`src/rtl/chara_feeder_pkg.sv`:
```
// Shared definitions for the text-feeding front end of the string matcher.
// Holds the feeder FSM state type and the symbol/byte widths so the
// goto/failure lookup stages can size their ports from the same source.
package chara_feeder_pkg;

  localparam int CHARA_W = 4;            // alphabet symbol width (one nibble)
  localparam int BYTE_W  = 8;            // text byte width
  localparam int ENTRY_W = BYTE_W + 1;   // FIFO entry: {last, byte}

  typedef enum logic [1:0] {
    IDLE = 2'd0,   // nothing presented
    HI   = 2'd1,   // presenting high nibble of head byte
    LO   = 2'd2    // presenting low nibble of head byte
  } feed_state_t;

endpackage

```
`src/rtl/chara_fifo.sv`:
```
// Byte FIFO between the text source and the nibble sequencer.
// Ports:
//   clk, rst      - clock, asynchronous active-high reset (control only)
//   push, wr_data - write request and entry; ignored while full, even if a
//                   pop happens on the same edge (no pass-through)
//   pop           - remove the head entry; ignored while empty
//   rd_data       - head entry
//   rd_next_data  - entry that becomes head after a pop; when only one entry
//                   is stored this is wr_data, so a same-edge push can be
//                   presented straight after the pop
//   full, empty   - occupancy flags
//   count         - occupancy, log2(DEPTH)+1 bits
module chara_fifo #(
  parameter int DEPTH  = 8,
  parameter int DATA_W = 9
) (
  input  logic                   clk,
  input  logic                   rst,
  input  logic                   push,
  input  logic [DATA_W-1:0]      wr_data,
  input  logic                   pop,
  output logic [DATA_W-1:0]      rd_data,
  output logic [DATA_W-1:0]      rd_next_data,
  output logic                   full,
  output logic                   empty,
  output logic [$clog2(DEPTH):0] count
);

  localparam int AW = $clog2(DEPTH);
  localparam int CW = AW + 1;
  localparam logic [CW-1:0] FULL_CNT = CW'(DEPTH);

  logic [DATA_W-1:0] mem [DEPTH];
  logic [AW-1:0]     wr_ptr;
  logic [AW-1:0]     rd_ptr;
  logic [AW-1:0]     rd_ptr_nxt;
  logic              do_push;
  logic              do_pop;

  assign full       = (count == FULL_CNT);
  assign empty      = (count == '0);
  assign do_push    = push & ~full;
  assign do_pop     = pop & ~empty;
  assign rd_ptr_nxt = rd_ptr + AW'(1);

  assign rd_data      = mem[rd_ptr];
  assign rd_next_data = (count == CW'(1)) ? wr_data : mem[rd_ptr_nxt];

  // Pointers wrap naturally at DEPTH since DEPTH is a power of two.
  always_ff @(posedge clk or posedge rst) begin
    if (rst) begin
      wr_ptr <= '0;
      rd_ptr <= '0;
      count  <= '0;
    end else begin
      if (do_push) wr_ptr <= wr_ptr + AW'(1);
      if (do_pop)  rd_ptr <= rd_ptr_nxt;
      case ({do_push, do_pop})
        2'b10:   count <= count + CW'(1);
        2'b01:   count <= count - CW'(1);
        default: count <= count;
      endcase
    end
  end

  // Storage carries data only; no reset needed.
  always_ff @(posedge clk) begin
    if (do_push) mem[wr_ptr] <= wr_data;
  end

endmodule

```
`src/rtl/chara_feeder.sv`:
```
// Splits a byte stream into 4-bit alphabet symbols (high nibble first) for
// the goto/failure lookup, buffering bytes in a small FIFO.
// Ports:
//   CLK, RST               - clock, asynchronous active-high reset
//   EN                     - global enable shared with the matcher; when low
//                            nothing moves and outputs hold
//   BYTE_IN/LAST/VALID     - byte source; BYTE_READY = FIFO not full AND EN
//   CHARA/VALID/LAST       - symbol to the matcher; LAST only on the low
//                            nibble of a byte flagged last
//   CHARA_READY            - matcher consumes the symbol
//   CHARA_CNT              - symbol counter, present only when macro
//                            CHARA_FEEDER_COUNT_EN is defined; clears after
//                            the last symbol of a text
module chara_feeder
  import chara_feeder_pkg::*;
#(
  parameter int DEPTH = 8
) (
  input  logic               CLK,
  input  logic               RST,
  input  logic               EN,
  input  logic [BYTE_W-1:0]  BYTE_IN,
  input  logic               BYTE_LAST,
  input  logic               BYTE_VALID,
  output logic               BYTE_READY,
  output logic [CHARA_W-1:0] CHARA,
  output logic               CHARA_VALID,
  output logic               CHARA_LAST,
  input  logic               CHARA_READY
`ifdef CHARA_FEEDER_COUNT_EN
  ,
  output logic [15:0]        CHARA_CNT
`endif
);

  localparam int CNT_W = $clog2(DEPTH) + 1;

  feed_state_t        state;
  logic [ENTRY_W-1:0] head_entry;
  logic [ENTRY_W-1:0] next_entry;
  logic [ENTRY_W-1:0] src_entry;
  logic [CNT_W-1:0]   fifo_count;
  logic               fifo_full;
  logic               fifo_empty;
  logic               byte_xfer;
  logic               sym_xfer;
  logic               pop;
  logic               more;

  // RST term keeps BYTE_READY low for the whole reset, even with EN high.
  assign BYTE_READY = EN & ~fifo_full & ~RST;
  assign byte_xfer  = BYTE_VALID & BYTE_READY;
  assign sym_xfer   = CHARA_VALID & CHARA_READY & EN;
  assign pop        = sym_xfer & (state == LO);

  // A byte remains after the pop if one was already queued behind the head
  // or one arrives on the same edge.
  assign more = (fifo_count > CNT_W'(1)) | byte_xfer;

  // In LO the next nibble comes from the byte behind the head; otherwise
  // from the head itself.
  assign src_entry = (state == LO) ? next_entry : head_entry;

  chara_fifo #(
    .DEPTH  (DEPTH),
    .DATA_W (ENTRY_W)
  ) u_fifo (
    .clk          (CLK),
    .rst          (RST),
    .push         (byte_xfer),
    .wr_data      ({BYTE_LAST, BYTE_IN}),
    .pop          (pop),
    .rd_data      (head_entry),
    .rd_next_data (next_entry),
    .full         (fifo_full),
    .empty        (fifo_empty),
    .count        (fifo_count)
  );

  always_ff @(posedge CLK or posedge RST) begin
    if (RST) begin
      state       <= IDLE;
      CHARA       <= '0;
      CHARA_VALID <= 1'b0;
      CHARA_LAST  <= 1'b0;
    end else if (EN) begin
      case (state)
        IDLE: begin
          if (!fifo_empty) begin
            state       <= HI;
            CHARA       <= src_entry[7:4];
            CHARA_VALID <= 1'b1;
            CHARA_LAST  <= 1'b0;
          end
        end
        HI: begin
          if (CHARA_READY) begin
            state      <= LO;
            CHARA      <= src_entry[3:0];
            CHARA_LAST <= src_entry[8];
          end
        end
        LO: begin
          if (CHARA_READY) begin
            CHARA_LAST <= 1'b0;
            if (more) begin
              state <= HI;
              CHARA <= src_entry[7:4];
            end else begin
              state       <= IDLE;
              CHARA       <= '0;
              CHARA_VALID <= 1'b0;
            end
          end
        end
        default: begin
          state       <= IDLE;
          CHARA       <= '0;
          CHARA_VALID <= 1'b0;
          CHARA_LAST  <= 1'b0;
        end
      endcase
    end
  end

`ifdef CHARA_FEEDER_COUNT_EN
  always_ff @(posedge CLK or posedge RST) begin
    if (RST) begin
      CHARA_CNT <= '0;
    end else if (sym_xfer) begin
      CHARA_CNT <= CHARA_LAST ? 16'd0 : CHARA_CNT + 16'd1;
    end
  end
`endif

endmodule

```
`config.mk`:
```
export PLATFORM = sky130hd
export DESIGN_NAME = chara_feeder
export DESIGN_NICKNAME = d
export VERILOG_FILES = /design/src/rtl/chara_feeder_pkg.sv /design/src/rtl/chara_fifo.sv /design/src/rtl/chara_feeder.sv
export SDC_FILE = /design/constraint.sdc
export NUM_CORES = 1
export LEC_CHECK = 0
export ABC_AREA = 1
export ABC_CLOCK_PERIOD_IN_PS = 2100
export CAP_MARGIN = 20
export CORE_UTILIZATION = 40
export CTS_BUF_LIST = sky130_fd_sc_hd__clkbuf_4 sky130_fd_sc_hd__clkbuf_8
export DETAILED_ROUTE_END_ITERATION = 16
export GPL_TIMING_DRIVEN = 1
export PLACE_DENSITY_LB_ADDON = 0.15
export SETUP_SLACK_MARGIN = 0.15
export SLEW_MARGIN = 20
export SYNTH_ARGS = -nofsm -noshare
export SYNTH_HDL_FRONTEND = slang
export SYNTH_SLANG_ARGS = --single-unit
export TNS_END_PERCENT = 10
```
`constraint.sdc`:
```
create_clock -name CLK -period 2.1 [get_ports CLK]
set_input_delay 0.315 -clock CLK [delete_from_list [all_inputs] [get_ports CLK]]
set_output_delay 0.315 -clock CLK [all_outputs]
set_load 0.1 [all_outputs]
```
==> reports/results.ini <==
[die]
die_area_sq_um = 11000
start_util_pct = 41.1
core_sq_um = 10300
die_h_microns = 105
io_pins = 21
die_x_microns = 105
rows = 37

[setup_path]
path_max_fanout = 8
crit_type = reg -> reg
path_depth = 11
slowest_stage = dfrtp_1
path_buf_inv = 1
worst_setup_path_end_kind = flip-flop
crit_arrival_ns = 2.08
worstPathCellList = ha_1 > inv_1 > nand3_1 > nand3_1 > nand2_1 > nand2_1 > nand3_1 > nand2_1 > nand2_1 > nand2_1 > nand2_1
cp.required_ns = 2.36
worst_path_most_repeated_cell = nand2_1
slowest_delay_ns = 0.48
ff2ff_path_depth = 11
cp-start-kind = flip-flop
cp_top_family = simple AND/OR/NAND/NOR gates

[sta]
hold_violations = 0
finalCritPeriodShare_pct = 86.9
timing.hold.ws_ns = 0.314
max_freq_mhz = 548
setup_viol = 0
min_period_ns = 1.82
relSlewSlack_pct = 68.5
tightest_slew_ns = 0.473
fin_skew_ns = 0.0134
slew_violations = 0
rsz0062_at_grt = false

[yosys]
yosys_warnings = 0
synth_cell_types = 33
syn_nets = 436
yosysSeqAreaShare_pct = 61.9
syn_avg_cell_area_sq_um = 10.1
synth_seq_cells = 90
synth_area_sq_um = 4220
syn_inst = 416

[route]
wl_per_cell_microns = 16.4
vias_per_cell = 5.17
route.detailed.drc = 0
postRouteAntennaNets = 0
vias = 3121
drt_first_pass_iters = 7
finalWirelength_microns = 9900
drt_iter0_drc = 179

[power_and_ir_drop]
p_sw_share_pct = 43.7
combPwrFrac_pct = 47.0
powerDensity_nw_per_um2 = 1390
max-vdd-ir-drop_v = 0.000591
clkPwrFrac_pct = 19.3
p_leak_nw = 1.97
internal_power_mw = 3.90
seq_power_share_pct = 33.7
power.switching_mw = 3.03

[clock_tree]
cts_tree = built
clk_path_buf_depth = 2
clkTransAtPathRegs_ns = 0.10
cts_buffers = 9
h-tree-depth = 3
ctsRootBufferMaster = clkbuf_8
clkLatencyLatePin_ns = 0.35
cts_sinks = 90
hold_buffers = 0

[grt]
globalRoute.totalOverflow = 0
grt_max_degree = 50
antenna_found_initial = 0
grtUsageTotal_pct = 19.1
grt_pass1_wl_microns = 15800
grt_pass1_vias = 2985

[placed_design]
port_buffers = 20
gp_congestion = 0.831
dpl.hpwl_microns = 7160
dp_cells = 587

[layout]
synthToLayoutAreaGrowth_pct = 17.9
finish.utilization_pct = 48.4
final_cell_mix = 81 x nand2_1, 72 x edfxtp_1, 56 x nor2_1
fin_cells = 604
final_common_cell = nand2_1
nets = 483
fillCellCount = 963
drive_above_1_share_pct = 16.7
diodes = 0

[flow_run]
maxCapViolCount = 0

[run_status]
status = completed

[worst_hold_path]
hold_class = in -> async

[worst paths after layout]
kind	start	slack [ns]	endpoint
hold reg to reg	CHARA[0]	0.49	CHARA[0]
setup reg to reg	u_fifo.rd_ptr[1]	0.28	CHARA[2]
max in group asynchronous	RST	1.28	u_fifo.wr_ptr[2]
setup / recovery	u_fifo.rd_ptr[1]	0.28	CHARA[2]
hold / removal	RST	0.31	CHARA_VALID
min in group CLK	CHARA[0]	0.49	CHARA[0]
[synth_stat cells (all sizes together)]
| master | count | share of area (%) |
|---|---|---|
| nand3 | 47 | 5.7 |
| o221ai | 1 | 0.21 |
| xnor2 | 2 | 0.42 |
| o31ai | 1 | 0.18 |
| a21oi | 9 | 1.1 |
| or2 | 1 | 0.15 |
| o22ai | 1 | 0.15 |
| inv | 28 | 2.5 |
| buf | 14 | 2.2 |
| nand2 | 84 | 7.6 |
| clkbuf | 2 | 0.21 |
| nor2 | 61 | 5.9 |
| xor2 | 4 | 0.83 |
| ha | 6 | 1.8 |
| o211ai | 14 | 2.5 |
| edfxtp | 72 | 51 |
| nor4 | 1 | 0.15 |
| dfrtp | 18 | 11 |
| nor3 | 2 | 0.50 |
| clkinv | 1 | 0.12 |
| o21ai | 47 | 5.8 |
[worst register-to-register path, stage by stage (launching register included)]
cell	delay, ns
dfrtp_1	0.48
ha_1	0.33
inv_1	0.29
nand3_1	0.14
nand3_1	0.11
nand2_1	0.07
nand2_1	0.06
nand3_1	0.06
nand2_1	0.06
nand2_1	0.04
nand2_1	0.07
nand2_1	0.04
[sequential cells by signal, summed over array words and instances, names as in the netlist]
| name | cells |
|---|---|
| CHARA | 4 |
| u_fifo.mem | 72 |
| state | 2 |
| u_fifo.wr_ptr | 3 |
| CHARA_LAST | 1 |
| u_fifo.rd_ptr | 3 |
| u_fifo.count | 4 |
| CHARA_VALID | 1 |
[through the flow]
step | worst slack, ns | instance area [sq um] | total power, mW | setup TNS [ns]
final | 0.276 | 4980 | 6.93 | 0
after detailed placement | -0.0266 | 4730 | 5.61 | -0.239
after global routing | 0.139 | 4980 | 7.43 | 0
after CTS | 0.147 | 4970 | 6.95 | 0
after global placement | 0.0136 | 4730 | 5.60 | 0
after floorplan | 0.101 | 4220 | 4.72 | 0
[area by class of cell]
class	count	area (sq um)	share of cell area, %
repair buffers	52	448	9.00
flip-flops and latches	90	2620	52.6
inverters	29	113	2.26
multi-input cells	281	1400	28.1
clock buffers	9	124	2.49
well taps	136	170	3.42
clock inverters	7	106	2.14
[power groups by stage]
stage	Sequential, mW	Clock, mW	Combinational [mW]
floorplan	2.68	0	2.04
global placement	2.38	0	3.22
detailed placement	2.37	0	3.24
CTS	2.34	1.37	3.25
global route	2.36	1.44	3.63
finish	2.33	1.34	3.26
[routing by layer]
layer	global-route usage, %	routed length, microns	vias to the layer above
met3	2.81	481	7
li1	-	-	1533
met5	0	0	-
met2	32.4	4870	96
met4	5.84	104	0
met1	25.4	4450	1485
[logic make-up (layout without fill, tap and decap cells)]
group / count (synthesis) / after routing / synth area share [%]
DFF: 90 / 90 / 61.9
and+or+nand+nor: 196 / 196 / 20.0
AOI/OAI and AO/OA: 73 / 73 / 9.93
adders and majority gates: 6 / 6 / 1.78
buffers and inverters: 45 / 97 / 5.10
xor gates and xnor gates: 6 / 6 / 1.25
[timing repair]
action                     in CTS  in global routing
setup endpoints to repair       7                 76
buffers inserted                0                  1
pin swaps                       0                  0
gates resized for setup         1                  2
Power figures use the tool's default switching activity.
